<file path="src/rtl/kb_pkg.sv">
// kb_pkg: PS/2 scancode constants and the 32-entry key table with its lookup
package kb_pkg;
  localparam int NUM_KEYS = 32;
  localparam logic [7:0] SC_BREAK = 8'hF0;
  localparam logic [7:0] SC_EXT = 8'hE0;
  localparam logic [7:0] KEY_CODES [NUM_KEYS] = '{
    8'h1A, 8'h1B, 8'h22, 8'h23, 8'h21, 8'h2A, 8'h34, 8'h32,
    8'h33, 8'h31, 8'h3B, 8'h3A, 8'h15, 8'h1E, 8'h1D, 8'h26,
    8'h24, 8'h2D, 8'h2E, 8'h2C, 8'h36, 8'h35, 8'h3D, 8'h3C,
    8'h43, 8'h46, 8'h44, 8'h45, 8'h4D, 8'h1C, 8'h2B, 8'h29
  };
  typedef struct packed {
    logic hit;
    logic [4:0] idx;
  } key_hit_t;
  // Scanning downward lets the lowest matching index win.
  function automatic key_hit_t key_index(input logic [7:0] code);
    key_hit_t r;
    r = '0;
    for (int i = NUM_KEYS - 1; i >= 0; i--)
      if (KEY_CODES[i] == code) begin
        r.hit = 1'b1;
        r.idx = 5'(i);
      end
    return r;
  endfunction
endpackage

</file>
<file path="src/rtl/ps2_rx.sv">
// ps2_rx: synchronizes PS/2 lines, deframes 11-bit frames, checks them, times out partial frames
module ps2_rx #(
  parameter int TIMEOUT_CYC = 200,
  parameter int SYNC_STAGES = 2
) (
  input  logic       clk,
  input  logic       rst,
  input  logic       ps2_clk,
  input  logic       ps2_dat,
  output logic [7:0] rx_byte,
  output logic       rx_valid
);
  localparam int TW = $clog2(TIMEOUT_CYC + 1);
  logic [SYNC_STAGES-1:0] clk_s, dat_s;
  logic clk_prev, clk_q, dat_q, fall, frame_ok;
  logic [9:0] shift;
  logic [10:0] frame;
  logic [3:0] cnt;
  logic [TW-1:0] tcnt;
  always_comb begin
    clk_q = clk_s[SYNC_STAGES-1];
    dat_q = dat_s[SYNC_STAGES-1];
    fall = clk_prev & ~clk_q;
    frame = {dat_q, shift};
    frame_ok = ~frame[0] & frame[10] & (^frame[9:1]);
  end
  always_ff @(posedge clk) begin
    if (rst) begin
      clk_s <= '1;
      dat_s <= '1;
      clk_prev <= 1'b1;
      shift <= '0;
      cnt <= '0;
      tcnt <= '0;
      rx_byte <= '0;
      rx_valid <= 1'b0;
    end else begin
      clk_s <= {clk_s[SYNC_STAGES-2:0], ps2_clk};
      dat_s <= {dat_s[SYNC_STAGES-2:0], ps2_dat};
      clk_prev <= clk_q;
      rx_valid <= fall && cnt == 4'd10 && frame_ok;
      if (fall) begin
        rx_byte <= frame[8:1];
        shift <= {dat_q, shift[9:1]};
        cnt <= cnt == 4'd10 ? 4'd0 : cnt + 4'd1;
        tcnt <= '0;
      end else if (cnt != 4'd0) begin
        cnt <= tcnt == TW'(TIMEOUT_CYC - 1) ? 4'd0 : cnt;
        tcnt <= tcnt == TW'(TIMEOUT_CYC - 1) ? '0 : tcnt + 1'b1;
      end else begin
        tcnt <= '0;
      end
    end
  end
endmodule

</file>
<file path="src/rtl/keyboard_decoder.sv">
// keyboard_decoder: tracks break/extended prefixes and maintains the held-key bitmap
module keyboard_decoder
  import kb_pkg::*;
#(
  parameter int TIMEOUT_CYC = 200,
  parameter int SYNC_STAGES = 2
) (
  input  logic        i_clk_100k,
  input  logic        i_rst_n,
  input  logic        PS2_CLK,
  input  logic        PS2_DAT,
  output logic [31:0] o_key
);
  logic [7:0] rx_byte;
  logic rx_valid, brk, ext;
  key_hit_t kh;
  ps2_rx #(.TIMEOUT_CYC(TIMEOUT_CYC), .SYNC_STAGES(SYNC_STAGES)) u_rx (
    .clk(i_clk_100k),
    .rst(i_rst_n),
    .ps2_clk(PS2_CLK),
    .ps2_dat(PS2_DAT),
    .rx_byte(rx_byte),
    .rx_valid(rx_valid)
  );
  always_comb kh = key_index(rx_byte);
  always_ff @(posedge i_clk_100k) begin
    if (i_rst_n) begin
      o_key <= '0;
      brk <= 1'b0;
      ext <= 1'b0;
    end else if (rx_valid) begin
      if (rx_byte == SC_BREAK) begin
        brk <= 1'b1;
      end else if (rx_byte == SC_EXT) begin
        ext <= 1'b1;
      end else begin
        if (!ext && kh.hit) o_key[kh.idx] <= ~brk;
        brk <= 1'b0;
        ext <= 1'b0;
      end
    end
  end
endmodule

</file>
<file path="config.mk">
export PLATFORM = sky130hd
export DESIGN_NAME = keyboard_decoder
export DESIGN_NICKNAME = d
export VERILOG_FILES = /design/src/rtl/kb_pkg.sv /design/src/rtl/ps2_rx.sv /design/src/rtl/keyboard_decoder.sv
export SDC_FILE = /design/constraint.sdc
export NUM_CORES = 1
export LEC_CHECK = 0
export CAP_MARGIN = 20
export CORE_MARGIN = 1.5
export CORE_UTILIZATION = 52
export DETAILED_ROUTE_END_ITERATION = 8
export GPL_TIMING_DRIVEN = 0
export PLACE_DENSITY = 0.74
export RECOVER_POWER = 50
export SLEW_MARGIN = 20
export SYNTH_ARGS = -nofsm -noshare
export SYNTH_HDL_FRONTEND = slang
export SYNTH_SLANG_ARGS = --single-unit
</file>
<file path="constraint.sdc">
create_clock -name i_clk_100k -period 4.2 [get_ports i_clk_100k]
set_clock_uncertainty 0.1 [all_clocks]
set_input_delay 0.84 -clock i_clk_100k [delete_from_list [all_inputs] [get_ports i_clk_100k]]
set_output_delay 0.84 -clock i_clk_100k [all_outputs]
set_load 0.03 [all_outputs]
</file>
==> flow_metrics.tcl <==
set metrics [dict create \
    netlist_instances 394 \
    cp.arrival_ns 2.89 \
    ys_dominant_reg_cell "dfxtp_1" \
    nets 447 \
    layout-drive-gt1-share_pct 13.74 \
    cts.reportedPaths.clkPinSlew_ns 0.07 \
    r2r.worst_path.cells 9 \
    cts_inserted_buffers 9 \
    grt_pass1_wl_mm 14.00 \
    top_layer_used "met4" \
    grt_max_degree 11 \
    critPathKind "reg2reg" \
    dr_wl_met3_um 309 \
    setup.worst_path.end_class "register" \
    timing_worst_slew_pin_value_ns 0.6891 \
    report.final.setup_viol 0 \
    worst_setup_path_start_kind "register" \
    rr_startpoint "u_rx.shift[4]" \
    numPortBuffers 34 \
    synth.lib_cells_used.distinct 69 \
    tritoncts "yes" \
    cts-resized-gates 0 \
    layout.cells.most_common_list "dfxtp_1 (62), nand2_1 (45), nand2b_1 (39)" \
    drc_errors 0 \
    multiInputGateArea_mm2 0.002111 \
    worst_case_vdd_ir_drop_v 0.0002379 \
    crit_required_ns 4.36 \
    worst_hold_path_type "reg2reg" \
    min_delay_worst_endpoint "u_rx.dat_s[1]" \
    drv_slew 0 \
    gp_congestion 0.8815 \
    global_route.overflow_total 0 \
    cts_max_level 3 \
    fp.coreArea_mm2 0.006495 \
    cts_hold_repair.buffers 0 \
    finalWorstPathRequiredPeriod_ns 2.728 \
    maxCapViolCount 0 \
    async_reset_ff_share_pct 0 \
    grt_util_all_layers_pct 23.80 \
    antennaDiodeCount 0 \
    flow.area_growth_from_synthesis_pct 17.79 \
    path_max_fanout 10 \
    cts_num_sinks 62 \
    setup_repair_after_global_routing_missed_its_margin "no" \
    total_leakage_power_uw 0.001583 \
    synth-seq-area-share_pct 34.81 \
    ios 36 \
    wl_met1_mm 3.810 \
    power.density_cell_area_mw_per_mm2 276.2 \
    cts.repair_timing.setup_buffer_count 0 \
    register_area_mm2 0.001241 \
    cts-root-to-sink-buffers 2 \
    synth-edff-count 0 \
    violation_count_after_the_first_detailed_routing_iteration 204 \
    clock_latency_ns 0.33 \
    cts_root_buffer "clkbuf_8" \
    placement_rows 29 \
    slew_headroom_pct 53.81 \
    crit-reg2reg-capture "o_key[6]" \
    detailed_routing_iteration_count_for_the_pre_antenna_repair_pass 4 \
    die_width_um 85.81 \
    grt_antenna_before_repair 0 \
    total_power_draw_uw 1160 \
    status "completed" \
    detailed_place_hpwl_mm 5.707 \
    wl_mm 7.990 \
    die_height_um 85.81 \
    min_path_cells 1 \
    final.setup.tns_ns 0 \
    min_period_over_period_pct 64.95 \
    wire_length_on_met2_mm 3.759 \
    ff2ff_setup_slack_ns 1.47 \
    number_of_vias_per_cell_after_detailed_routing 5.578 \
    synthesis.area_mm2 0.003566 \
    avgRoutedWirePerCell_um 15.34 \
    initial_core_util_pct 54.90 \
    hold_viol 0 \
    maxClockFrequency_ghz 0.3666 \
    num_vias 2906 \
    syn-num-nets 402 \
    drtAntennaViolNets 0 \
    die_area_mm2 0.007363 \
    ys_warn_count 0 \
    final_common_cell "dfxtp_1" \
    postSynthRegisterBits 62 \
    syn_avg_cell_area_um2 9.051 \
    grt_pass1_vias 2882 \
    worstHoldStart "u_rx.dat_s[0]" \
    fillerInstances 550 \
]
[per-layer routing]
layer,vias up,track usage [%]
met5,-,0
met4,0,6.452
met3,10,5.294
met2,56,38.73
met1,1391,31.96
li1,1449,-
[metrics by stage]
step / utilization (%) / instance area [um^2] / instances / setup WS, ns / hold WS [ns]
floorplan: - / 3566 / 394 / 2.060 / 0.2895
global placement: 61.63 / 4003 / 505 / 1.759 / 0.2919
detailed placement: 61.63 / 4003 / 505 / 1.726 / 0.2980
CTS: 64.73 / 4204 / 521 / 1.699 / 0.3163
global route: 64.67 / 4200 / 521 / 1.226 / 0.3288
finish: 64.67 / 4200 / 521 / 1.472 / 0.3123
[sequential cells by signal (all words and copies together), names as in the netlist]
signal and count:
u_rx.clk_prev 1, u_rx.tcnt 8, u_rx.shift 10, u_rx.cnt 4, brk 1, u_rx.rx_valid 1
ext 1, o_key 32, u_rx.dat_s 2, u_rx.clk_s 2
[cell type report]
type | count | area share (%)
multi-input combinational | 294 | 50.25
sequential | 62 | 29.55
tap | 77 | 2.294
timing repair buffer | 34 | 8.102
clock buffer | 13 | 3.783
inverter | 8 | 0.7149
clock inverter | 3 | 1.013
buffer | 30 | 4.290
[Yosys cell counts (2+ instances only)]
library cell,n,area share [%]
o21a_1,2,0.42
a22oi_1,2,0.42
nor4_2,6,2.1
buf_4,5,1.1
clkbuf_1,13,1.4
a211oi_1,4,0.84
ha_1,4,1.4
o211ai_1,2,0.42
a21boi_1,2,0.42
nor2b_1,4,0.70
and3b_1,3,0.74
buf_2,6,0.84
inv_1,8,0.84
or4b_1,2,0.56
buf_6,6,1.9
or3b_1,3,0.74
dfxtp_1,62,35
nand2b_1,39,6.8
a21oi_1,21,2.9
nor4bb_1,3,0.84
a21oi_2,2,0.49
o21ai_2,2,0.49
nand3b_1,2,0.42
nor3b_1,4,0.84
nor2_1,27,2.8
xnor2_1,10,2.5
or2_2,6,1.1
and2b_1,2,0.42
and4bb_1,2,0.70
mux2i_1,33,9.3
xor2_1,4,0.98
and3_1,4,0.70
nand3_1,13,1.8
nand2_1,45,4.7
and2_1,2,0.35
nor3_1,4,0.56
nor4b_1,3,0.74
[critical path: stages, from the launching register on]
cell	delay, ns
dfxtp_1	0.36
clkbuf_1	0.37
clkbuf_1	0.47
nand3b_1	0.13
a21oi_1	0.17
o211ai_1	0.20
and2_1	0.20
buf_2	0.18
nor4_2	0.26
mux2i_1	0.21
[cells by family after synthesis]
group / synth area share [%]
adder cells (fa/ha/maj): 1.684
buffers and inverters: 6.000
AO/OA/AOI/OAI: 11.61
multiplexers: 9.263
XOR/XNOR: 3.895
flip-flops: 34.81
AND/OR/NAND/NOR: 32.74
[worst max-delay path by stage]
stage | startpoint | end | slack (ns) | cells past startpoint
2_1_floorplan | u_rx.shift[5] | o_key[2] | 2.06 | 9
4_1_cts | u_rx.shift[4] | o_key[4] | 1.70 | 9
5_1_grt | u_rx.shift[4] | o_key[6] | 1.23 | 9
3_5_place_dp | u_rx.shift[4] | o_key[4] | 1.73 | 9
3_3_place_gp | u_rx.shift[6] | o_key[22] | 1.76 | 7
6_report | u_rx.shift[4] | o_key[6] | 1.47 | 9
[power breakdown]
part / internal (uW) / total (uW) / switching [uW]
Clock: 306 / 531 / 225
Sequential: 591 / 594 / 2.29
Combinational: 14.9 / 35.7 / 20.8
Total: 912 / 1160 / 248
Note: power is estimated with default switching activity, not from simulation.
